$ cat src/rtl/mbt_pixel_scheduler_pkg.sv
// Shared constants and state encodings for the Mandelbrot pixel scheduler.
// Coordinates are Q4.11 (16 bit), iteration counts are 7 bit.
package mbt_pkg;
  localparam int FXP_W = 16;
  localparam int ITER_W = 7;
  localparam logic [ITER_W-1:0] TIMEOUT_ITER = 7'd127;

  typedef enum logic [1:0] {T_IDLE, T_RUN, T_DRAIN, T_DONE} top_state_t;
  typedef enum logic [2:0] {L_FREE, L_CLR, L_GO, L_BUSY, L_DONE} lane_state_t;

  typedef struct packed {
    logic [FXP_W-1:0] re;
    logic [FXP_W-1:0] im;
  } coord_t;
endpackage

$ cat src/rtl/mbt_pixel_scheduler_lane.sv
// One ALU lane: clear, start, wait for result, hold it until collected (MBT_SCHED_TIMEOUT_EN adds a watchdog).
// Latency: dispatch -> ALU start is 2 cycles; result captured the edge after alu_valid.
// Backpressure: a finished lane parks in DONE until the collector takes its result.
module mbt_sched_lane
  import mbt_pkg::*;
#(
  parameter int ADDR_W = 17
`ifdef MBT_SCHED_TIMEOUT_EN
  ,
  parameter int TIMEOUT_CYC = 300
`endif
) (
  input  logic              clk,
  input  logic              rst_n,
  input  logic              abort,
  input  logic              dispatch,
  input  logic              collect,
  input  logic [FXP_W-1:0]  c_real,
  input  logic [FXP_W-1:0]  c_img,
  input  logic [ADDR_W-1:0] addr,
  input  logic              alu_valid,
  input  logic [ITER_W-1:0] alu_iter,
  output logic              alu_rst,
  output logic              alu_start,
  output logic [FXP_W-1:0]  alu_c_real,
  output logic [FXP_W-1:0]  alu_c_img,
  output logic              lane_free,
  output logic              lane_done,
  output logic [ADDR_W-1:0] lane_addr,
  output logic [ITER_W-1:0] lane_iter
`ifdef MBT_SCHED_TIMEOUT_EN
  ,
  input  logic              frame_go,
  output logic              timeout_flag
`endif
);
  lane_state_t state;
  coord_t      coord_q;
  logic        wd_hit;

`ifdef MBT_SCHED_TIMEOUT_EN
  localparam int CW = $clog2(TIMEOUT_CYC + 1);
  logic [CW-1:0] wd_cnt;

  assign wd_hit = (state == L_BUSY) && (wd_cnt == CW'(TIMEOUT_CYC - 1)) && !alu_valid;

  always_ff @(posedge clk or negedge rst_n) begin
    if (!rst_n) begin
      wd_cnt       <= '0;
      timeout_flag <= 1'b0;
    end else begin
      if (state == L_BUSY && !abort) wd_cnt <= wd_cnt + 1'b1;
      else                           wd_cnt <= '0;
      if (frame_go)                  timeout_flag <= 1'b0;
      else if (wd_hit && !abort)     timeout_flag <= 1'b1;
    end
  end
`else
  assign wd_hit = 1'b0;
`endif

  always_ff @(posedge clk or negedge rst_n) begin
    if (!rst_n) begin
      state     <= L_FREE;
      alu_rst   <= 1'b1;
      alu_start <= 1'b0;
      coord_q   <= '0;
      lane_addr <= '0;
      lane_iter <= '0;
    end else if (abort) begin
      state     <= L_FREE;
      alu_rst   <= 1'b1;
      alu_start <= 1'b0;
    end else begin
      case (state)
        L_FREE: if (dispatch) begin
          state      <= L_CLR;
          coord_q.re <= c_real;
          coord_q.im <= c_img;
          lane_addr  <= addr;
        end
        L_CLR: begin
          state     <= L_GO;
          alu_rst   <= 1'b0;
          alu_start <= 1'b1;
        end
        L_GO: begin
          state     <= L_BUSY;
          alu_start <= 1'b0;
        end
        L_BUSY: if (alu_valid) begin
          state     <= L_DONE;
          lane_iter <= alu_iter;
        end else if (wd_hit) begin
          state     <= L_DONE;
          lane_iter <= TIMEOUT_ITER;
        end
        L_DONE: if (collect) begin
          // back to FREE with the ALU held in reset so its valid drops
          state   <= L_FREE;
          alu_rst <= 1'b1;
        end
        default: begin
          state     <= L_FREE;
          alu_rst   <= 1'b1;
          alu_start <= 1'b0;
        end
      endcase
    end
  end

  assign alu_c_real = coord_q.re;
  assign alu_c_img  = coord_q.im;
  assign lane_free  = (state == L_FREE);
  assign lane_done  = (state == L_DONE);
endmodule

$ cat src/rtl/mbt_pixel_scheduler.sv
// Raster-order Mandelbrot frame sequencer over NUM_LANES ALUs; MBT_SCHED_TIMEOUT_EN adds lane watchdogs + sticky_timeout.
// Latency: one dispatch per cycle; a result reaches the output register one cycle after its lane enters DONE.
// Backpressure: pix_ready low holds the output register; lanes then stall in DONE and dispatch stops.
module mbt_pixel_scheduler
  import mbt_pkg::*;
#(
  parameter int NUM_LANES   = 4,
  parameter int H_RES       = 320,
  parameter int V_RES       = 240,
  parameter int ADDR_W      = 17,
  parameter int TIMEOUT_CYC = 300
) (
  input  logic                       clk,
  input  logic                       rst_n,
  input  logic                       frame_start,
  input  logic                       abort,
  input  logic [FXP_W-1:0]           x_min,
  input  logic [FXP_W-1:0]           y_min,
  input  logic [FXP_W-1:0]           step,
  output logic                       busy,
  output logic                       frame_done,
  output logic [NUM_LANES-1:0]       alu_rst,
  output logic [NUM_LANES-1:0]       alu_start,
  output logic [FXP_W*NUM_LANES-1:0] alu_c_real,
  output logic [FXP_W*NUM_LANES-1:0] alu_c_img,
  input  logic [NUM_LANES-1:0]       alu_valid,
  input  logic [ITER_W*NUM_LANES-1:0] alu_iter,
  output logic                       pix_valid,
  input  logic                       pix_ready,
  output logic [ADDR_W-1:0]          pix_addr,
  output logic [ITER_W-1:0]          pix_iter
`ifdef MBT_SCHED_TIMEOUT_EN
  ,
  output logic [NUM_LANES-1:0]       sticky_timeout
`endif
);
  localparam int LW = (NUM_LANES > 1) ? $clog2(NUM_LANES) : 1;
  localparam int XW = $clog2(H_RES + 1);
  localparam int YW = $clog2(V_RES + 1);

  if (NUM_LANES < 1 || NUM_LANES > 8 || TIMEOUT_CYC < 1 ||
      (64'd1 << ADDR_W) < 64'(H_RES * V_RES)) begin : g_bad_params
    $error("mbt_pixel_scheduler: illegal parameter combination");
  end

  top_state_t        state;
  logic [FXP_W-1:0]  x_min_q, step_q, cr, ci;
  logic [XW-1:0]     x_cnt;
  logic [YW-1:0]     y_cnt;
  logic [ADDR_W-1:0] addr_cnt;

  logic [NUM_LANES-1:0] lane_free, lane_done, dispatch, collect;
  logic [ADDR_W-1:0]    lane_addr [NUM_LANES];
  logic [ITER_W-1:0]    lane_iter [NUM_LANES];

  logic          disp_vld, grant_vld, hi_vld, lo_vld;
  logic [LW-1:0] disp_idx, grant_idx, hi_idx, lo_idx, last_grant;

  for (genvar g = 0; g < NUM_LANES; g++) begin : g_lane
    mbt_sched_lane #(
      .ADDR_W(ADDR_W)
`ifdef MBT_SCHED_TIMEOUT_EN
      ,
      .TIMEOUT_CYC(TIMEOUT_CYC)
`endif
    ) u_lane (
      .clk        (clk),
      .rst_n      (rst_n),
      .abort      (abort),
      .dispatch   (dispatch[g]),
      .collect    (collect[g]),
      .c_real     (cr),
      .c_img      (ci),
      .addr       (addr_cnt),
      .alu_valid  (alu_valid[g]),
      .alu_iter   (alu_iter[ITER_W*g +: ITER_W]),
      .alu_rst    (alu_rst[g]),
      .alu_start  (alu_start[g]),
      .alu_c_real (alu_c_real[FXP_W*g +: FXP_W]),
      .alu_c_img  (alu_c_img[FXP_W*g +: FXP_W]),
      .lane_free  (lane_free[g]),
      .lane_done  (lane_done[g]),
      .lane_addr  (lane_addr[g]),
      .lane_iter  (lane_iter[g])
`ifdef MBT_SCHED_TIMEOUT_EN
      ,
      .frame_go     (frame_start && state == T_IDLE && !abort),
      .timeout_flag (sticky_timeout[g])
`endif
    );
  end

  // lowest-index FREE lane; a lane freed this cycle still reads DONE here
  always_comb begin
    disp_vld = 1'b0;
    disp_idx = '0;
    for (int i = NUM_LANES - 1; i >= 0; i--) begin
      if (lane_free[i]) begin
        disp_vld = 1'b1;
        disp_idx = LW'(i);
      end
    end
    if (state != T_RUN || abort) disp_vld = 1'b0;
  end

  // round-robin: first DONE lane above last_grant, else wrap to the lowest
  always_comb begin
    hi_vld = 1'b0;
    hi_idx = '0;
    lo_vld = 1'b0;
    lo_idx = '0;
    for (int i = NUM_LANES - 1; i >= 0; i--) begin
      if (lane_done[i]) begin
        lo_vld = 1'b1;
        lo_idx = LW'(i);
        if (i > int'(last_grant)) begin
          hi_vld = 1'b1;
          hi_idx = LW'(i);
        end
      end
    end
    grant_vld = (hi_vld || lo_vld) && (!pix_valid || pix_ready) && !abort;
    grant_idx = hi_vld ? hi_idx : lo_idx;
  end

  assign dispatch = disp_vld  ? (NUM_LANES'(1) << disp_idx)  : '0;
  assign collect  = grant_vld ? (NUM_LANES'(1) << grant_idx) : '0;

  always_ff @(posedge clk or negedge rst_n) begin
    if (!rst_n) begin
      state      <= T_IDLE;
      busy       <= 1'b0;
      frame_done <= 1'b0;
      x_min_q    <= '0;
      step_q     <= '0;
      cr         <= '0;
      ci         <= '0;
      x_cnt      <= '0;
      y_cnt      <= '0;
      addr_cnt   <= '0;
    end else if (abort) begin
      state      <= T_IDLE;
      busy       <= 1'b0;
      frame_done <= 1'b0;
    end else begin
      frame_done <= 1'b0;
      case (state)
        T_IDLE: if (frame_start) begin
          state    <= T_RUN;
          busy     <= 1'b1;
          x_min_q  <= x_min;
          step_q   <= step;
          cr       <= x_min;
          ci       <= y_min;
          x_cnt    <= '0;
          y_cnt    <= '0;
          addr_cnt <= '0;
        end
        T_RUN: if (disp_vld) begin
          addr_cnt <= addr_cnt + 1'b1;
          if (x_cnt == XW'(H_RES - 1)) begin
            x_cnt <= '0;
            cr    <= x_min_q;
            y_cnt <= y_cnt + 1'b1;
            ci    <= ci + step_q;
            if (y_cnt == YW'(V_RES - 1)) state <= T_DRAIN;
          end else begin
            x_cnt <= x_cnt + 1'b1;
            cr    <= cr + step_q;
          end
        end
        T_DRAIN: if (&lane_free && !pix_valid) begin
          state      <= T_DONE;
          busy       <= 1'b0;
          frame_done <= 1'b1;
        end
        T_DONE:  state <= T_IDLE;
        default: state <= T_IDLE;
      endcase
    end
  end

  always_ff @(posedge clk or negedge rst_n) begin
    if (!rst_n) begin
      pix_valid  <= 1'b0;
      pix_addr   <= '0;
      pix_iter   <= '0;
      last_grant <= '0;
    end else if (abort) begin
      pix_valid <= 1'b0;
    end else if (grant_vld) begin
      pix_valid  <= 1'b1;
      pix_addr   <= lane_addr[grant_idx];
      pix_iter   <= lane_iter[grant_idx];
      last_grant <= grant_idx;
    end else if (pix_ready) begin
      pix_valid <= 1'b0;
    end
  end
endmodule

$ cat config.mk
export PLATFORM = sky130hd
export DESIGN_NAME = mbt_pixel_scheduler
export DESIGN_NICKNAME = d
export VERILOG_FILES = /design/src/rtl/mbt_pixel_scheduler_pkg.sv /design/src/rtl/mbt_pixel_scheduler_lane.sv /design/src/rtl/mbt_pixel_scheduler.sv
export SDC_FILE = /design/constraint.sdc
export NUM_CORES = 1
export LEC_CHECK = 0
export ABC_AREA = 1
export CORE_MARGIN = 5
export CORE_UTILIZATION = 55
export CTS_CLUSTER_DIAMETER = 50
export CTS_CLUSTER_SIZE = 14
export DETAILED_ROUTE_END_ITERATION = 8
export DONT_BUFFER_PORTS = 1
export HOLD_SLACK_MARGIN = 0.02
export PLACE_DENSITY = 0.7
export SLEW_MARGIN = 20
export SYNTH_ARGS = -nofsm -noshare
export SYNTH_HDL_FRONTEND = slang
export SYNTH_SLANG_ARGS = --single-unit
$ cat constraint.sdc
create_clock -name clk -period 4.1 [get_ports clk]
set_input_delay 0.615 -clock clk [delete_from_list [all_inputs] [get_ports clk]]
set_output_delay 0.615 -clock clk [all_outputs]
set_load 0.01 [all_outputs]
# Word level (Yosys, flattened, before mapping)
# Cells that the tools add are included.
[classes]
n_mul = 0
magnitude_cmp = 4
n_shift = 2
n_reduce_logical = 47
add_sub_neg = 5
bitwise_logic = 2
eq_ne = 50
div_mod_pow = 0
mux = 114
[ops]
columns = ["cell", "count"]
rows = [
  ["16-bit two-way mux", 6],
  ["17-bit two-way mux", 4],
  ["16-bit case mux with 2 select lines", 2],
  ["3-bit case mux with 5 select lines", 4],
  ["3-bit != test, second input constant", 17],
  ["3-bit two-way mux", 16],
  ["2-bit two-way mux", 21],
  ["3-bit AND reduction", 14],
  ["1-bit two-way mux", 36],
  ["17-bit binary-select mux with 2-bit select", 1],
  ["17-bit case mux with 2 select lines", 1],
  ["16-bit adder", 2],
  ["9-bit two-way mux", 3],
  ["3-bit by 2-bit == test with 1-bit output, second input constant", 8],
  ["8-bit two-way mux", 3],
  ["3-bit OR reduction", 8],
  ["2-bit by 1-bit != test with 1-bit output, second input constant", 9],
  ["9-bit case mux with 2 select lines", 1],
  ["17-bit by 1-bit adder with 17-bit output, second input constant", 1],
  ["8-bit case mux with 2 select lines", 1],
  ["7-bit binary-select mux with 2-bit select", 1],
  ["7-bit two-way mux", 2],
  ["3-bit by 1-bit == test with 1-bit output, second input constant", 4],
  ["3-bit == test, second input constant", 4],
  ["other kinds (27)", 55],
]
[totals]
mem_count = 0
out_inout_bits = 163
wordCells = 266
mem_bits_ro = 0
mem_bits_rw = 0
inputBits = 85
latch_bits = 0
ff_bits = 373

# Longest topological paths before layout
[depth]
depth_word = 14
ltp_mapped = 14
ltp_nobuf = 13

# By module
# From an unflattened synthesis, not the netlist that was laid out.
[unflattened]
hier_cells = 2461
hier_area_um2 = 18890.6
[modules_own_cells]
columns = ["module", "cells_each", "area_per_inst_um2", "seq_area_each_um2", "instances"]
rows = [
  ["mbt_sched_lane", 270, 2462.4, 1527.7, 4],
  ["mbt_pixel_scheduler", 1381, 9041.2, 3228.1, 1],
]

# Worst setup path before layout
# OpenSTA, ideal clock, no wires.
[synth_timing]
path_type = "register -> register"
start = "register step_q[0]"
end = "register ci[14]"
t_arrival_ns = 1.895
required_ns = 3.977
stages_incl_launch_ff = 13
path_buffers = 0
setup_slack_ns = 2.082
synth_period_minus_slack_ns = 2.018
setup_time_ns = 0.123
path_cell_list = "dfrtp_1 -> ha_1 -> inv_1 -> fa_1 -> inv_1 -> nand3_1 -> nand2_1 -> a21boi_0 -> or2_2 -> nand3_1 -> nand2_1 -> o21ai_0 -> nand2_1"
[synth_between]
elab_chain_len = 4
[synth_rtl]
columns = ["item", "line", "source"]
rows = [
  ["start: declaration", "mbt_pixel_scheduler.sv:47", "logic [FXP_W-1:0] x_min_q, step_q, cr, ci;"],
  ["start signal: assignment", "mbt_pixel_scheduler.sv:152", "step_q <= step;"],
  ["16-bit adder", "mbt_pixel_scheduler.sv:165", "ci <= ci + step_q;"],
  ["16-bit two-way mux", "mbt_pixel_scheduler.sv:161", "if (x_cnt == XW'(H_RES - 1)) begin"],
  ["16-bit two-way mux", "mbt_pixel_scheduler.sv:159", "T_RUN: if (disp_vld) begin"],
  ["16-bit case mux with 2 select lines", "mbt_pixel_scheduler.sv:147", "case (state)"],
  ["end signal: assignment", "mbt_pixel_scheduler.sv:154", "ci <= y_min;"],
  ["end signal: assignment", "mbt_pixel_scheduler.sv:165", ""],
  ["end: declaration", "mbt_pixel_scheduler.sv:47", ""],
]
# Every way passes these cells. The select of a mux whose other input is x is not followed.
# A chain may end at the register's enable or synchronous reset.

# Worst setup path in the final report
[layout_timing]
start = "register state[1]"
end = "register ci[6]"
[layout_between]
elab_chain_len = 5
word_cells_on_any_way = 11
classes_between = "5 x eq/ne; 2 x mux; 4 x reduce/logical"
[layout_rtl]
columns = ["item", "line", "source"]
rows = [
  ["start: declaration", "mbt_pixel_scheduler.sv:46", "top_state_t state;"],
  ["start signal: assignment", "mbt_pixel_scheduler.sv:131", "state <= T_IDLE;"],
  ["start signal: assignment", "mbt_pixel_scheduler.sv:142", "state <= T_IDLE;"],
  ["start signal: assignment", "mbt_pixel_scheduler.sv:149", "state <= T_RUN;"],
  ["2-bit by 1-bit != test with 1-bit output", "mbt_pixel_scheduler.sv:103", "if (state != T_RUN || abort) disp_vld = 1'b0;"],
  ["1-bit logical OR", "mbt_pixel_scheduler.sv:103", ""],
  ["1-bit two-way mux", "mbt_pixel_scheduler.sv:103", ""],
  ["2-bit != test (no source line)", "--", ""],
  ["5-bit AND reduction (no source line)", "--", ""],
]
# Parallel ways exist; a longest one is shown, timed or not.

==> results.yml <==
synthesis:
  synth_seq_cells: 373
  yosysTopAreaCellShare: 0.517
  synth.largest_area_cell: "sky130_fd_sc_hd__dfrtp_1"
  synth_cell_type_count: 47
  netlist_instances: 2096
  ys.warnings.count: 0
  synth_enable_flop_cells: 0
  synth.yosys.seq_area_share: 0.523
  postSynth.asyncResetShare: 1.00
  syn_nets: 2219
  synth_area_um2: 17900
  yosys.cell_count.top_type: "sky130_fd_sc_hd__nand2_1"
  synth-main-ff-cell: "sky130_fd_sc_hd__dfrtp_1"
  synthesis.area_per_instance_um2: 8.53
  synth_commonest_cells: "478 x sky130_fd_sc_hd__nand2_1, 369 x sky130_fd_sc_hd__dfrtp_1, 248 x sky130_fd_sc_hd__o21ai_0, 194 x sky130_fd_sc_hd__nor2_1, 184 x sky130_fd_sc_hd__inv_1"
  synth_top_cells_by_area: "sky130_fd_sc_hd__dfrtp_1 52%, sky130_fd_sc_hd__nand2_1 10%, sky130_fd_sc_hd__o21ai_0 6.9%, sky130_fd_sc_hd__nor2_1 4.1%, sky130_fd_sc_hd__inv_1 3.9%"
routing:
  wl_um: 45900
  routed-via-count: 14100
  drt-initial-drc-count: 1106
  dr.pass1.iters: 5
  wl_per_cell_um: 18.3
  via_per_instance_ratio: 5.61
  remaining_drc_errors: 0
  ant_nets: 0
pwr:
  power_switching_share: 0.398
  combinationalPowerShare: 0.332
  pwr-share-seq: 0.435
  cellInternalPower_uw: 8750
  worst_ir_drop_vdd_uv: 432
  net-switching-power_uw: 5790
  power.total_uw: 14500
  power_per_cell_area_nw_per_um2: 754
  power.share.clock: 0.233
  power.static_leakage_uw: 0.00944
critical_path:
  worstPathMaxFanout: 35
  startpoint_type: "flop"
  worstPathRequired_ns: 4.48
  setup.worst_path.end_class: "flop"
  timing_worst_setup_path_type: "flop to flop"
  timing.critical_path.arrival_ns: 3.66
sta:
  layout_worst_path_cycle_share: 0.801
  setup-violations-final: 0
  tns_ns: 0
  rsz0062_at_grt: "false"
  report.final.slew_viol_count: 0
  final_period_minus_worst_setup_slack_ns: 3.28
  worst_clock_skew_on_the_final_layout_ns: 0.0157
  worstMarginPinSlew_ns: 1.03
  report.final.hold_viol_count: 369
  slew-limit-headroom: 0.309
  fmaxAchievable_ghz: 0.305
  worst_hold_slack_ns: -0.203
global_route:
  overall_global_routing_resource_usage: 0.252
  grt_overflow_total: 0
  grt_first_pass_wirelength_um: 74500
  grt_max_degree: 374
  grt_antenna_before_repair: 5
  vias_in_the_first_global_route: 13800
layout:
  layout-area-overhead-vs-synth_pct: 7.93
  layout-drive-gt1-share: 0.0866
  final_net_count: 2167
clock_network:
  tritoncts.num_buffers: 38
  cts_tree: "yes"
  clock_tree.buffer_depth: 3
  clkLatencyLatePin_ns: 0.52
  cts_repair_resize_count: 0
  clk_transition_reported_paths_ns: 0.06
  clock-sinks: 373
  htree_levels: 2
  root_buffer: "sky130_fd_sc_hd__clkbuf_16"
  post-cts-setup-buffers: 0
run_status:
  failed_checks: "negative hold slack"
  outcome: "finished with violations"
floorplan:
  die_h_um: 190
  floorplan.core_area_um2: 32300
  dieWidth_um: 190
  io-pin-count: 248
  die_area_um2: 36200
  initial_utilization: 0.553
  rows: 66
placement:
  hpwl_um: 31100
  buffer_ports.inserted: 0
  place.gp.congestion: 0.928
worst_hold_path:
  worst_hold_path_type: "input pin to async pin"
job:
  drv.max_cap_violation_count: 0
==> worst paths after layout <==
kind / from / endpoint / slack (ns) / cells after the start
worst max-delay path: state[1]$_DFFE_PN0P_ / ci[6]$_DFFE_PN0P_ / 0.82 / 10
worst min-delay path: rst_n / g_lane[2].u_lane.lane_iter[6]$_DFFE_PN0P_ / -0.20 / 0
worst max register to register: state[1]$_DFFE_PN0P_ / ci[6]$_DFFE_PN0P_ / 0.82 / 10
worst min register to register: g_lane[2].u_lane.lane_addr[7]$_DFFE_PN0P_ / g_lane[2].u_lane.lane_addr[7]$_DFFE_PN0P_ / 0.48 / 2
max in group asynchronous: rst_n / g_lane[3].u_lane.lane_addr[7]$_DFFE_PN0P_ / 3.73 / 0
min in group clk: abort / frame_done$_DFF_PN0_ / 0.18 / 1
==> routing by layer <==
metal  routed length [um]  GRT usage  vias to the layer above
met3                 3550     0.0604                      100
met5                   27          0                        -
met2                22000      0.422                      437
met4                 1470     0.0754                        8
met1                18800      0.331                     6757
li1                     -          -                     6780
==> power by group through the flow <==
stage	Combinational (uW)	Sequential [uW]	Clock [uW]
floorplan	3850	5960	0
global placement	4640	6370	0
detailed placement	4790	6410	0
CTS	4820	6360	3450
global route	5550	6480	3600
finish	4820	6330	3380
==> cell type report <==
| cell class | instances | area (um2) |
|---|---|---|
| multi-input cells | 1427 | 7370 |
| diodes | 1 | 2.50 |
| flip-flops and latches | 373 | 9340 |
| inverters | 192 | 724 |
| repair buffers | 12 | 90.1 |
| well taps | 442 | 553 |
| fillers | 2833 | 13000 |
| clock inverters | 16 | 140 |
| clock buffers | 48 | 1070 |
==> placed cells by master (no fill, tap or decap), types with 6 or more instances in the layout <==
cell type	netlist	routed
sky130_fd_sc_hd__or2_2	27	27
sky130_fd_sc_hd__clkbuf_16	0	41
sky130_fd_sc_hd__nand4_1	48	48
sky130_fd_sc_hd__inv_2	6	6
sky130_fd_sc_hd__xnor2_1	7	7
sky130_fd_sc_hd__o211ai_1	10	10
sky130_fd_sc_hd__o21ai_0	248	248
sky130_fd_sc_hd__nand2_1	478	477
sky130_fd_sc_hd__nor3_1	16	16
sky130_fd_sc_hd__o21ai_1	19	19
sky130_fd_sc_hd__xor2_1	10	10
sky130_fd_sc_hd__o21bai_1	8	8
sky130_fd_sc_hd__ha_1	36	36
sky130_fd_sc_hd__a21oi_1	69	69
sky130_fd_sc_hd__inv_1	184	184
sky130_fd_sc_hd__clkinv_2	1	6
sky130_fd_sc_hd__a22oi_1	10	10
sky130_fd_sc_hd__nand3_1	128	124
sky130_fd_sc_hd__nor4_1	8	8
sky130_fd_sc_hd__mux2_2	45	45
sky130_fd_sc_hd__nand3b_1	26	26
sky130_fd_sc_hd__buf_4	14	12
sky130_fd_sc_hd__dfrtp_1	369	369
sky130_fd_sc_hd__nor2_1	194	194
==> cell families (layout without fill, tap and decap cells) <==
logic type	after synthesis	count (layout)	share of synthesized area
compound gates	384	384	0.115
xor+xnor	17	17	0.00833
fa+ha+maj	38	38	0.0274
buf+inv	296	268	0.0680
flops	373	373	0.523
mux	45	45	0.0284
other cells	0	1	0
simple gates	943	943	0.231
==> critical path, stage by stage, from the launching register on <==
cell and delay (ns):
sky130_fd_sc_hd__dfrtp_1 0.39, sky130_fd_sc_hd__inv_1 0.09, sky130_fd_sc_hd__ha_1 0.16, sky130_fd_sc_hd__inv_1 0.05, sky130_fd_sc_hd__buf_4 0.22, sky130_fd_sc_hd__o21ai_4 0.84, sky130_fd_sc_hd__inv_4 0.31, sky130_fd_sc_hd__nand2_2 0.44
sky130_fd_sc_hd__inv_2 0.32, sky130_fd_sc_hd__o211ai_1 0.19, sky130_fd_sc_hd__o21ai_1 0.09
==> sequential cells by signal, indices dropped and copies added (netlist names), 2 cells and up <==
signal	flops
state	2
step_q	16
ci	16
g_lane.u_lane.state	12
last_grant	2
g_lane.u_lane.alu_start	4
g_lane.u_lane.alu_c_real	64
g_lane.u_lane.lane_addr	68
x_cnt	9
y_cnt	8
x_min_q	16
g_lane.u_lane.lane_iter	28
pix_addr	17
g_lane.u_lane.alu_rst	4
g_lane.u_lane.alu_c_img	64
addr_cnt	17
pix_iter	7
cr	16
==> per-stage QoR <==
step | setup WS, ns | util | cells | instance area, um2
finish | 0.817 | 0.597 | 2511 | 19300
global route | 0.550 | 0.597 | 2510 | 19300
CTS | 0.841 | 0.597 | 2510 | 19300
detailed placement | 0.870 | 0.560 | 2446 | 18100
global placement | 0.904 | 0.560 | 2446 | 18100
floorplan | 2.08 | - | 2096 | 17900
(Power assumes the default switching activity.)
